**config.mk**
```make
export PLATFORM = sky130hd
export DESIGN_NAME = pal_macrocell_array_flat
export DESIGN_NICKNAME = d
export VERILOG_FILES = /design/src/rtl/pal_macrocell_array_if.sv /design/src/rtl/pal_macrocell_array.sv /design/src/flat_wrapper.sv
export SDC_FILE = /design/constraint.sdc
export NUM_CORES = 1
export LEC_CHECK = 0
export CAP_MARGIN = 25
export CORE_MARGIN = 1.5
export CORE_UTILIZATION = 50
export CTS_BUF_LIST = sky130_fd_sc_hd__clkbuf_16
export DETAILED_ROUTE_END_ITERATION = 16
export GPL_TIMING_DRIVEN = 0
export PLACE_DENSITY = 0.68
export SLEW_MARGIN = 20
export SYNTH_ARGS = -nofsm -noshare
export SYNTH_HDL_FRONTEND = slang
export SYNTH_SLANG_ARGS = --single-unit
```
**constraint.sdc**
```tcl
create_clock -name clk -period 2.8 [get_ports clk]
set_clock_uncertainty 0.1 [all_clocks]
set_input_delay 0.56 -clock clk [delete_from_list [all_inputs] [get_ports clk]]
set_output_delay 0.56 -clock clk [all_outputs]
set_load 0.02 [all_outputs]
```
**src/rtl/pal_macrocell_array_if.sv**
```systemverilog
// pal_macrocell_array_if
// Groups the PAL signal bundle: the macrocell enable, the serial
// configuration port, the primary inputs, the outputs and the status flags.
//   master : drives ena, cfg_en, cfg_data, cfg_commit and in_data;
//            observes out_data, cfg_count, cfg_done and cfg_err
//   slave  : the PAL core (the directions are the reverse of master)
interface pal_macrocell_array_if #(
  parameter int NUM_INPUTS  = 8,
  parameter int NUM_OUTPUTS = 8,
  parameter int NUM_TERMS   = 8
);
  localparam int LW      = 2 * (NUM_INPUTS + NUM_OUTPUTS);
  localparam int CFG_LEN = NUM_TERMS * LW + NUM_TERMS * NUM_OUTPUTS + 2 * NUM_OUTPUTS;
  localparam int CW      = $clog2(CFG_LEN + 1);

  logic                   ena;
  logic                   cfg_en;
  logic                   cfg_data;
  logic                   cfg_commit;
  logic [NUM_INPUTS-1:0]  in_data;
  logic [NUM_OUTPUTS-1:0] out_data;
  logic [CW-1:0]          cfg_count;
  logic                   cfg_done;
  logic                   cfg_err;

  modport master (
    output ena, cfg_en, cfg_data, cfg_commit, in_data,
    input  out_data, cfg_count, cfg_done, cfg_err
  );

  modport slave (
    input  ena, cfg_en, cfg_data, cfg_commit, in_data,
    output out_data, cfg_count, cfg_done, cfg_err
  );
endinterface

```
**src/rtl/pal_macrocell_array.sv**
```systemverilog
// pal_macrocell_array
// Programmable AND/OR array with one macrocell per output. Each macrocell is
// either combinational or registered, with optional inversion. The
// configuration is shifted serially into a shadow chain. A commit copies the
// shadow chain into the active configuration in one step, so the logic keeps
// running from the old configuration while a new one is being shifted in.
// Ports:
//   clk   : system clock; all state changes on the rising edge
//   rst_n : asynchronous active-low reset
//   bus   : pal_macrocell_array_if.slave. It carries ena, cfg_en, cfg_data,
//           cfg_commit, in_data, out_data, cfg_count, cfg_done and cfg_err.
module pal_macrocell_array #(
  parameter int NUM_INPUTS  = 8,
  parameter int NUM_OUTPUTS = 8,
  parameter int NUM_TERMS   = 8
) (
  input  logic                  clk,
  input  logic                  rst_n,
  pal_macrocell_array_if.slave  bus
);
  localparam int NI      = NUM_INPUTS;
  localparam int NO      = NUM_OUTPUTS;
  localparam int NT      = NUM_TERMS;
  localparam int NV      = NI + NO;
  localparam int LW      = 2 * NV;
  localparam int OB      = NT * LW;
  localparam int MB      = OB + NT * NO;
  localparam int CFG_LEN = MB + 2 * NO;
  localparam int CW      = $clog2(CFG_LEN + 1);

  logic [CFG_LEN-1:0] shadow_r;
  logic [CFG_LEN-1:0] active_r;
  logic [NO-1:0]      q_r;
  logic [CW-1:0]      cfg_count_r;
  logic               cfg_done_r;
  logic               cfg_err_r;

  logic [NV-1:0]      v_s;
  logic [NT-1:0]      term_s;
  logic [NO-1:0]      sum_s;
  logic [NO-1:0]      out_s;
  logic               lit_any_s;
  logic               lit_and_s;
  logic [CW-1:0]      cnt_next_s;
  logic               err_next_s;
  logic               commit_ok_s;

  // Feedback is taken from q even for combinational macrocells, so the array has no combinational loop.
  assign v_s = {q_r, bus.in_data};

  // AND plane: each term is the AND of its selected literals. A term with no literal selected is 0, not 1.
  always_comb begin
    term_s    = {NT{1'b0}};
    lit_any_s = 1'b0;
    lit_and_s = 1'b1;
    for (int t = 0; t < NT; t++) begin
      lit_any_s = 1'b0;
      lit_and_s = 1'b1;
      for (int j = 0; j < NV; j++) begin
        lit_any_s = lit_any_s | active_r[t*LW + 2*j] | active_r[t*LW + 2*j + 1];
        lit_and_s = lit_and_s & (~active_r[t*LW + 2*j] | v_s[j])
                              & (~active_r[t*LW + 2*j + 1] | ~v_s[j]);
      end
      term_s[t] = lit_any_s & lit_and_s;
    end
  end

  // OR plane and macrocell output selection.
  always_comb begin
    sum_s = {NO{1'b0}};
    out_s = {NO{1'b0}};
    for (int o = 0; o < NO; o++) begin
      sum_s[o] = (|(term_s & active_r[OB + o*NT +: NT])) ^ active_r[MB + 2*o + 1];
      out_s[o] = active_r[MB + 2*o] ? q_r[o] : sum_s[o];
    end
  end

  // Next state of the configuration counter and error flag. A shift takes priority over a commit.
  always_comb begin
    cnt_next_s  = cfg_count_r;
    err_next_s  = cfg_err_r;
    commit_ok_s = 1'b0;
    if (bus.cfg_en) begin
      if (cfg_count_r == CW'(CFG_LEN)) begin
        err_next_s = 1'b1;
      end else begin
        cnt_next_s = cfg_count_r + {{(CW-1){1'b0}}, 1'b1};
      end
    end else if (bus.cfg_commit) begin
      cnt_next_s = {CW{1'b0}};
      if (cfg_done_r) begin
        commit_ok_s = 1'b1;
        err_next_s  = 1'b0;
      end else begin
        err_next_s  = 1'b1;
      end
    end else begin
      cnt_next_s = cfg_count_r;
    end
  end

  // Configuration state: the shadow shift chain, the active copy, the counter and the flags.
  always_ff @(posedge clk or negedge rst_n) begin
    if (!rst_n) begin
      shadow_r    <= {CFG_LEN{1'b0}};
      active_r    <= {CFG_LEN{1'b0}};
      cfg_count_r <= {CW{1'b0}};
      cfg_done_r  <= 1'b0;
      cfg_err_r   <= 1'b0;
    end else begin
      if (bus.cfg_en) begin
        shadow_r <= {bus.cfg_data, shadow_r[CFG_LEN-1:1]};
      end
      if (commit_ok_s) begin
        active_r <= shadow_r;
      end
      cfg_count_r <= cnt_next_s;
      cfg_done_r  <= (cnt_next_s == CW'(CFG_LEN));
      cfg_err_r   <= err_next_s;
    end
  end

  // Macrocell registers: a successful commit clears them so the new configuration starts from a known state.
  always_ff @(posedge clk or negedge rst_n) begin
    if (!rst_n) begin
      q_r <= {NO{1'b0}};
    end else if (commit_ok_s) begin
      q_r <= {NO{1'b0}};
    end else if (bus.ena) begin
      q_r <= sum_s;
    end
  end

  assign bus.out_data  = out_s;
  assign bus.cfg_count = cfg_count_r;
  assign bus.cfg_done  = cfg_done_r;
  assign bus.cfg_err   = cfg_err_r;
endmodule

```
**src/flat_wrapper.sv**
```systemverilog
// flat-port wrapper written by rule: the top's interface ports become plain ports
module pal_macrocell_array_flat 
#(
  parameter int NUM_INPUTS  = 8,
  parameter int NUM_OUTPUTS = 8,
  parameter int NUM_TERMS   = 8
)
  (clk, rst_n, bus_ena, bus_cfg_en, bus_cfg_data, bus_cfg_commit, bus_in_data, bus_out_data, bus_cfg_count, bus_cfg_done, bus_cfg_err);
  pal_macrocell_array_if #(.NUM_INPUTS(NUM_INPUTS), .NUM_OUTPUTS(NUM_OUTPUTS), .NUM_TERMS(NUM_TERMS)) bus_i ();
  input  logic clk;
  input  logic rst_n;
  input wire logic [$bits(bus_i.ena)-1:0] bus_ena;
  input wire logic [$bits(bus_i.cfg_en)-1:0] bus_cfg_en;
  input wire logic [$bits(bus_i.cfg_data)-1:0] bus_cfg_data;
  input wire logic [$bits(bus_i.cfg_commit)-1:0] bus_cfg_commit;
  input wire logic [$bits(bus_i.in_data)-1:0] bus_in_data;
  output wire logic [$bits(bus_i.out_data)-1:0] bus_out_data;
  output wire logic [$bits(bus_i.cfg_count)-1:0] bus_cfg_count;
  output wire logic [$bits(bus_i.cfg_done)-1:0] bus_cfg_done;
  output wire logic [$bits(bus_i.cfg_err)-1:0] bus_cfg_err;
  assign bus_i.ena = bus_ena;
  assign bus_i.cfg_en = bus_cfg_en;
  assign bus_i.cfg_data = bus_cfg_data;
  assign bus_i.cfg_commit = bus_cfg_commit;
  assign bus_i.in_data = bus_in_data;
  assign bus_out_data = bus_i.out_data;
  assign bus_cfg_count = bus_i.cfg_count;
  assign bus_cfg_done = bus_i.cfg_done;
  assign bus_cfg_err = bus_i.cfg_err;
  pal_macrocell_array #(.NUM_INPUTS(NUM_INPUTS), .NUM_OUTPUTS(NUM_OUTPUTS), .NUM_TERMS(NUM_TERMS)) u_core (.clk(clk), .rst_n(rst_n), .bus(bus_i));
endmodule
```
======== Word level (Yosys, flattened, before mapping) ========
Cells that the tools add are included.
storage, ports and cells
  register bits after elaboration ......... 691
  output and inout port bits .............. 19
  logic and storage cells ................. 1,089
operators by class
  add/subtract/negate cells ............... 1
  equality and inequality tests ........... 3
  multiplexer cells ....................... 20
  bitwise logic cells ..................... 1,048
  reductions and logical operators ........ 11
operators by type and width
  operator               count
  $or A1 B1 Y1           504
  $not A1 Y1             272
  $and A1 B1 Y1          256
  $and A8 B8 Y8          8
  $reduce_or A8 Y1       8
  $mux W9                3
  $eq A9 B9 Y1 const B   2
  $mux W8                2
  $mux W1                15
  $add A9 B1 Y9 const B  1
  $xor A1 B1 Y1          8
  $reduce_bool A2 Y1     2
  $ne A2 B1 Y1 const B   1
  $reduce_and A2 Y1      1

======== Logic depth before layout (Yosys ltp) ========
Gate-level depths: netlist (run 1).
  word-level depth ........................ 39
  depth in mapped cells ................... 9

======== Worst setup path after synthesis (run 1) ========
Ideal clock, no wire load.
  path kind ............................... input -> output
  from .................................... input bus_in_data[0]
  to ...................................... output bus_out_data[1]
  arrival time ............................ 2.393 ns
  path slack .............................. -0.253 ns
  stages on the path ...................... 9
  path through ............................ buf_2 -> mux2i_1 -> nand4_1 -> or4_1 -> buf_2 -> o22ai_1 -> nor4_1 -> xor2_1 -> o21ai_1
between the ends
  cells in the longest elaborated chain, start to end .. 38
ends and longest elaborated chain
  element               line                       text
  start, declared       flat_wrapper.sv:16         input wire logic [$bits(bus_i.in_data)-1:0] bus_in_data;
  $not A1 Y1            pal_macrocell_array.sv:62  & (~active_r[t*LW + 2*j + 1] | ~v_s[j]);
  $or A1 B1 Y1          pal_macrocell_array.sv:62
  $and A1 B1 Y1         pal_macrocell_array.sv:62
  $and A1 B1 Y1         pal_macrocell_array.sv:61  lit_and_s = lit_and_s & (~active_r[t*LW + 2*j] | v_s[j])
  $and A1 B1 Y1         pal_macrocell_array.sv:62
  $and A1 B1 Y1         pal_macrocell_array.sv:61
  $and A1 B1 Y1         pal_macrocell_array.sv:62
  $and A1 B1 Y1         pal_macrocell_array.sv:61
  (+22 left out)        -
  $and A1 B1 Y1         pal_macrocell_array.sv:62
  $and A1 B1 Y1         pal_macrocell_array.sv:61
  $and A1 B1 Y1         pal_macrocell_array.sv:62
  $and A1 B1 Y1         pal_macrocell_array.sv:64  term_s[t] = lit_any_s & lit_and_s;
  $and A8 B8 Y8 (*)     pal_macrocell_array.sv:73  sum_s[o] = (|(term_s & active_r[OB + o*NT +: NT])) ^ active_r[MB + 2*o + 1];
  $reduce_or A8 Y1 (*)  pal_macrocell_array.sv:73
  $xor A1 B1 Y1 (*)     pal_macrocell_array.sv:73
  $mux W1 (*)           pal_macrocell_array.sv:74  out_s[o] = active_r[MB + 2*o] ? q_r[o] : sum_s[o];
  end, declared         flat_wrapper.sv:17         output wire logic [$bits(bus_i.out_data)-1:0] bus_out_data;
Mark *: on every way between the ends. The rest lies on a longest branch, timed or not.

======== Worst setup path in the final report (run 1) ========
  from .................................... register u_core.q_r[2]
  to ...................................... output bus_out_data[6]
between the ends
  cells in the longest elaborated chain, start to end .. 18
ends and longest elaborated chain
  element                                               line                                                  text
  start, declared                                       pal_macrocell_array.sv:33                             logic [NO-1:0] q_r;
  start signal, assigned                                pal_macrocell_array.sv:126                            q_r <= {NO{1'b0}};
  start signal, assigned                                pal_macrocell_array.sv:128                            q_r <= {NO{1'b0}};
  start signal, assigned                                pal_macrocell_array.sv:130                            q_r <= sum_s;
  $or A1 B1 Y1 / $not A1 Y1 (equally long branches)     pal_macrocell_array.sv:61, pal_macrocell_array.sv:62
  $and A1 B1 Y1 / $or A1 B1 Y1 (equally long branches)  pal_macrocell_array.sv:61, pal_macrocell_array.sv:62
  $and A1 B1 Y1                                         pal_macrocell_array.sv:62
  $and A1 B1 Y1                                         pal_macrocell_array.sv:61
  $and A1 B1 Y1                                         pal_macrocell_array.sv:62
  $and A1 B1 Y1                                         pal_macrocell_array.sv:61
  $and A1 B1 Y1                                         pal_macrocell_array.sv:62
  $and A1 B1 Y1                                         pal_macrocell_array.sv:61
  (+2 left out)                                         -
  $and A1 B1 Y1                                         pal_macrocell_array.sv:62
  $and A1 B1 Y1                                         pal_macrocell_array.sv:61
  $and A1 B1 Y1                                         pal_macrocell_array.sv:62
  $and A1 B1 Y1                                         pal_macrocell_array.sv:64
  $and A8 B8 Y8 (*)                                     pal_macrocell_array.sv:73
  $reduce_or A8 Y1 (*)                                  pal_macrocell_array.sv:73
  $xor A1 B1 Y1 (*)                                     pal_macrocell_array.sv:73
  $mux W1 (*)                                           pal_macrocell_array.sv:74
Marked as above.

==> results of run 1 <==
flip-flops by register name, summed over array words and instances, names as in the netlist:
signal and count:
u_core.active_r 336, u_core.shadow_r 336, u_core.bus.cfg_count 9, u_core.q_r 8, u_core.bus.cfg_done 1, u_core.bus.cfg_err 1
through the flow:
stage	cells	total power (µW)	utilization [%]	TNS, ps	hold WS, ps
finish	3607	20400	59.4	-8000	374
global placement	3427	11500	53.3	-	352
detailed placement	3436	11600	53.7	-363280	356
floorplan	2647	11000	-	-692	164
global route	3607	21100	59.4	-8890	391
CTS	3601	20600	59.1	-7990	365
metal layers:
layer / vias to the layer above / routed length (µm)
met4: 0 / 1820
li1: 9215 / -
met3: 125 / 3880
met1: 10143 / 30600
met2: 482 / 32200
met5: - / 0
cells by family (layout without fill, tap and decap cells):
family | count (synthesis) | count (layout) | share of synthesized area (%)
and+or+nand+nor | 1208 | 1208 | 17.3
adders and majority gates | 2 | 2 | 0.0868
muxes | 466 | 466 | 17.6
AOI/OAI and AO/OA | 125 | 125 | 2.35
buffers and inverters | 145 | 349 | 2.26
xor gates and xnor gates | 10 | 10 | 0.304
DFF | 691 | 691 | 60.0
report_power, final:
part	total [µW]	switching [µW]	internal, µW
clock	8930	3860	5070
sequential	10400	189	10200
combinational	1060	605	458
total	20400	4660	15700
cell type report:
| type | count | area [µm²] | share of cell area, % |
|---|---|---|---|
| plain buffers | 137 | 847 | 2.51 |
| well taps | 756 | 946 | 2.81 |
| clock inverters | 51 | 285 | 0.846 |
| clock buffers | 76 | 1900 | 5.64 |
| repair buffers | 80 | 925 | 2.74 |
| flip-flops and latches | 691 | 17300 | 51.3 |
| inverters | 5 | 18.8 | 0.0557 |
| multi-input cells | 1811 | 11500 | 34.1 |
how the worst max path moves through the flow:
stage	endpoint	startpoint	slack, ps
2_1_floorplan	bus_out_data[1]	bus_in_data[0]	-100
3_3_place_gp	u_core.shadow_r[141]$_DFFE_PN0P_	rst_n	-28320
3_5_place_dp	bus_out_data[3]	u_core.active_r[161]$_DFFE_PN0P_	-1630
4_1_cts	bus_out_data[5]	u_core.q_r[4]$_DFFE_PN0P_	-1060
5_1_grt	bus_out_data[6]	u_core.active_r[72]$_DFFE_PN0P_	-1170
6_report	bus_out_data[6]	u_core.q_r[2]$_DFFE_PN0P_	-1060
cell usage after synthesis (11+ instances only):
master    number
nor2_1        15
mux2i_1      130
buf_6         11
nand2_1     1035
o21ai_0       77
mux2_2       336
nand4_1       49
nor4_1        73
o22ai_1       32
dfrtp_1      691
clkbuf_1     115
timing repair:
action / CTS / global route
resized for setup: 134 / 50
hold endpoints to repair: 43 / 0
pin swaps: 31 / 22
gates cloned: 3 / 0
hold buffers: 1 / 0
buffers inserted: 38 / 9
endpoints found under the setup margin: 149 / 348
cell usage in the layout (no fill, tap or decap), types with 21 or more instances in the layout:
| cell type | count |
|---|---|
| clkbuf_16 | 77 |
| dfrtp_1 | 688 |
| buf_4 | 39 |
| mux2i_1 | 118 |
| inv_1 | 23 |
| clkbuf_1 | 105 |
| nand4_1 | 49 |
| buf_12 | 21 |
| o21ai_0 | 69 |
| nand2_1 | 1035 |
| nor4_1 | 57 |
| mux2_2 | 336 |
==> results_dict.tcl, run 1 <==
set metrics [dict create \
    outcome "complete, but fails checks" \
    violations "negative setup slack" \
    cp_common_cell "buf_12" \
    clkTransAtPathRegs_ps 60 \
    area_growth_pct 17.0 \
    met2_usage_pct 38.5 \
    overflow 0 \
    pre_cts_ws_ps -1630 \
    synth_cell_type_count 35 \
    cts_tree "yes" \
    setup_viol 8 \
    rsz0062_at_grt "true" \
    clockBufferDepth 3 \
    fin_nets 2814 \
    grt_start_max_net_pins 107 \
    core_area_um2 56700 \
    synth_edf_count 0 \
    async_reset_ff_share_pct 100 \
    yosysSeqAreaShare_pct 60.0 \
    num_rows 87 \
    maxSlewHeadroom_pct 54.1 \
    crit_chain "buf_12 > buf_16 > mux2i_1 > nand4_1 > or4_4 > buf_12 > o22ai_2 > nor4_4 > buf_4 > xor2_1 > o21ai_2 > buf_6" \
    drv_slew 0 \
    vias_per_cell 5.54 \
    period_needed_ps 3860 \
    syn-cell-area_um2 28800 \
    r2r_start "u_core.q_r[2]$_DFFE_PN0P_" \
    syn_area_per_cell_um2 10.9 \
    critPathMaxFanout 8 \
    tightest_slew_ps 687 \
    cp-start-kind "register" \
    path_depth 12 \
    worst-path-buf-inv 5 \
    slowest_stage "or4_4" \
    critPathRequiredTime_ps 2140 \
    ys_warn_count 0 \
    cts_made_buffers 72 \
    dp_hpwl_um 43300 \
    grtUsageTotal_pct 23.8 \
    postLayoutCellArea_um2 33700 \
    drive_above_1_share_pct 21.4 \
    drtIter0Drc 1524 \
    clock_tree.root_cell "clkbuf_16" \
    grt.met1_usage_pct 33.0 \
    ff2ff_path_depth 11 \
    die_w_um 243 \
    grt_most_used_layer "met2" \
    initial_core_util_pct 50.8 \
    grt_pass1_vias 20374 \
    place_area_um2 30400 \
    fp.dieH_um 243 \
    hold_viol_final 0 \
    ys.flop_type "dfrtp_1" \
    yosys.area.top_type "dfrtp_1" \
    synth_nets 2663 \
    vdd_drop_max_uv 460 \
    max_stage_delay_ps 510 \
    fmax_ghz 0.259 \
    gp_congestion 0.872 \
    io_buffer_count 24 \
    drt-total-wl_um 68400 \
    htreeDepth 3 \
    detail_route.wl_per_cell_um 19.0 \
    cp.arrival_ps 3200 \
    worst_r2r_endpoint "u_core.q_r[6]$_DFFE_PN0P_" \
    cellPowerDensity_nw_per_um2 605 \
    synthTopCellsByArea "dfrtp_1 60%, nand2_1 13%, mux2_2 13%, mux2i_1 4.5%, nor4_1 1.6%" \
    path_delay_family "buffers and inverters" \
    num_vias 19965 \
    yosysTopAreaCellShare_pct 60.0 \
    leakage_uw 0.0177 \
    clock_latency_ps 610 \
    n_antenna_cell 0 \
    r2r_slack_ps 140 \
    grt_pass1_wl_um 112000 \
    post-route-period-util_pct 138 \
    syn_inst 2647 \
    drc 0 \
    nFillCells 4564 \
    dieArea_um2 59100 \
    maxCapViolations 0 \
    ys_ff_latch 691 \
    drt_pass1_iterations 7 \
    path_class "register to output port" \
    antenna_found_initial 0 \
    ant_nets 0 \
    setup_slack_ps -1060 \
    io_pins 33 \
    clock-sinks 691 \
    grtUsageMet3_pct 3.86 \
    cp-end-kind "output port" \
    holdCritPathClass "primary input to asynchronous set/reset pin" \
]
(Power assumes the default switching activity.)
==> run 2, diff against run 1 <==
--- a/config.mk
+++ b/config.mk
@@ -6,6 +6,7 @@
 export NUM_CORES = 1
 export LEC_CHECK = 0
 export CAP_MARGIN = 25
+export CORE_ASPECT_RATIO = 1.4
 export CORE_MARGIN = 1.5
 export CORE_UTILIZATION = 50
 export CTS_BUF_LIST = sky130_fd_sc_hd__clkbuf_16
==> results_dict.tcl, run 2 (synthesized netlist as in run 1, its figures left out) <==
set metrics [dict create \
    rsz0062_at_grt "true" \
    cts_tree "yes" \
    worst-path-buf-inv 4 \
    area_growth_pct 16.6 \
    critPathMaxFanout 7 \
    final_common_cell "nand2_1" \
    vdd_drop_max_uv 426 \
    overflow 0 \
    hold_viol_final 0 \
    io_buffer_count 24 \
    ant_nets 0 \
    drt_pass1_iterations 5 \
    mostFrequentLayoutCells "1035 x nand2_1, 690 x dfrtp_1, 336 x mux2_2, 119 x mux2i_1, 102 x clkbuf_1" \
    clock-sinks 691 \
    clock_latency_ps 610 \
    clkTransAtPathRegs_ps 60 \
    period_needed_ps 3920 \
    detail_route.wl_per_cell_um 19.1 \
    grt_pass1_vias 20218 \
    slowest_stage "or4_4" \
    maxSlewHeadroom_pct 45.6 \
    grt_pass1_wl_um 108000 \
    initial_core_util_pct 50.8 \
    max_stage_delay_ps 690 \
    drv_slew 0 \
    maxCapViolations 0 \
    met2_usage_pct 40.6 \
    clock_tree.root_cell "clkbuf_16" \
    dp_hpwl_um 44600 \
    cp_common_cell "buf_4" \
    clockBufferDepth 3 \
    whs_ps 264 \
    grt_most_used_layer "met2" \
    n_antenna_cell 0 \
    holdCritPathClass "primary input to asynchronous set/reset pin" \
    die_w_um 206 \
    cts_made_buffers 66 \
    setup-tns-final_ps -8670 \
    tightest_slew_ps 814 \
    fmax_ghz 0.255 \
    num_rows 103 \
    grtUsageTotal_pct 23.6 \
    core_area_um2 56700 \
    leakage_uw 0.0177 \
    cp-end-kind "output port" \
    drt-total-wl_um 68300 \
    vias_per_cell 5.52 \
    cp.arrival_ps 3260 \
    grt.met1_usage_pct 28.8 \
    antenna_found_initial 0 \
    path_class "register to output port" \
    io_pins 33 \
    grtUsageMet3_pct 4.39 \
    violations "negative setup slack" \
    fin_nets 2809 \
    setup_viol 9 \
    path_delay_family "simple AND/OR/NAND/NOR gates" \
    drive_above_1_share_pct 21.9 \
    num_vias 19746 \
    cp-start-kind "register" \
    fp.dieH_um 287 \
    drtIter0Drc 1468 \
    outcome "complete, but fails checks" \
    htreeDepth 3 \
    total_power_uw 20500 \
    setup_slack_ps -1120 \
    drc 0 \
    critPathRequiredTime_ps 2140 \
    crit_chain "buf_12 > buf_6 > mux2i_1 > nand4_1 > or4_4 > buf_4 > o22ai_2 > nor4_4 > xor2_1 > o21ai_2 > buf_4" \
    grt_start_max_net_pins 109 \
    gp_congestion 0.826 \
    post-route-period-util_pct 140 \
    dieArea_um2 59100 \
    cellPowerDensity_nw_per_um2 610 \
    pre_cts_ws_ps -1640 \
]
-- run 2: cell types whose count changed in the layout (fill, tap and decap cells not counted), moves of 6 or more --
cell	previous run	this run
buf_4	39	50
clkinv_1	17	8
nor4_1	57	49
nor4_2	8	16
bufinv_16	2	8
clkbuf_16	77	71
-- run 2: power breakdown --
group / internal, µW / switching (µW)
registers: 10200 / 185
clock network: 5300 / 3770
logic: 441 / 585
-- run 2: worst paths after layout --
path                                             startpoint                          endpoint  slack [ps]  cells past startpoint
max                               u_core.q_r[4]$_DFFE_PN0P_                   bus_out_data[4]       -1120                     11
min                                                   rst_n  u_core.shadow_r[329]$_DFFE_PN0P_         260                      2
max reg2reg                       u_core.q_r[4]$_DFFE_PN0P_         u_core.q_r[2]$_DFFE_PN0P_         -10                     11
min reg2reg                u_core.active_r[260]$_DFFE_PN0P_  u_core.active_r[260]$_DFFE_PN0P_         370                      2
max in group asynchronous                             rst_n  u_core.shadow_r[218]$_DFFE_PN0P_         680                      5
min in group clk           u_core.active_r[260]$_DFFE_PN0P_  u_core.active_r[260]$_DFFE_PN0P_         370                      2
-- run 2: cell type report --
class | instances | area (µm²)
fill | 4586 | 23100
sequential | 691 | 17300
multi-input combinational | 1811 | 11500
clock buffer | 71 | 1780
tap | 735 | 920
timing repair buffer | 83 | 887
buffer | 135 | 815
clock inverter | 46 | 410
inverter | 5 | 18.8
-- run 2: metal layers --
metal	share of wire (%)	vias up	routed length, µm
met4	4.4	0	2980
li1	-	9178	-
met2	51	468	34600
met3	4.7	177	3190
met1	40	9923	27500
met5	0	-	0
-- run 2: what timing repair did --
action | in CTS | in global routing
resized for setup | 132 | 51
endpoints found under the hold margin | 57 | 0
setup endpoints to repair | 504 | 455
setup buffers | 42 | 8
cloned | 1 | 0
pin swaps | 24 | 9
hold buffers | 1 | 0
-- run 2: through the flow --
step / utilization (%) / instance area, µm² / cells
finish: 59.3 / 33600 / 3577
floorplan: - / 29000 / 2647
detailed placement: 53.6 / 30400 / 3414
global route: 59.3 / 33600 / 3577
global placement: 53.3 / 30200 / 3406
CTS: 58.9 / 33400 / 3571
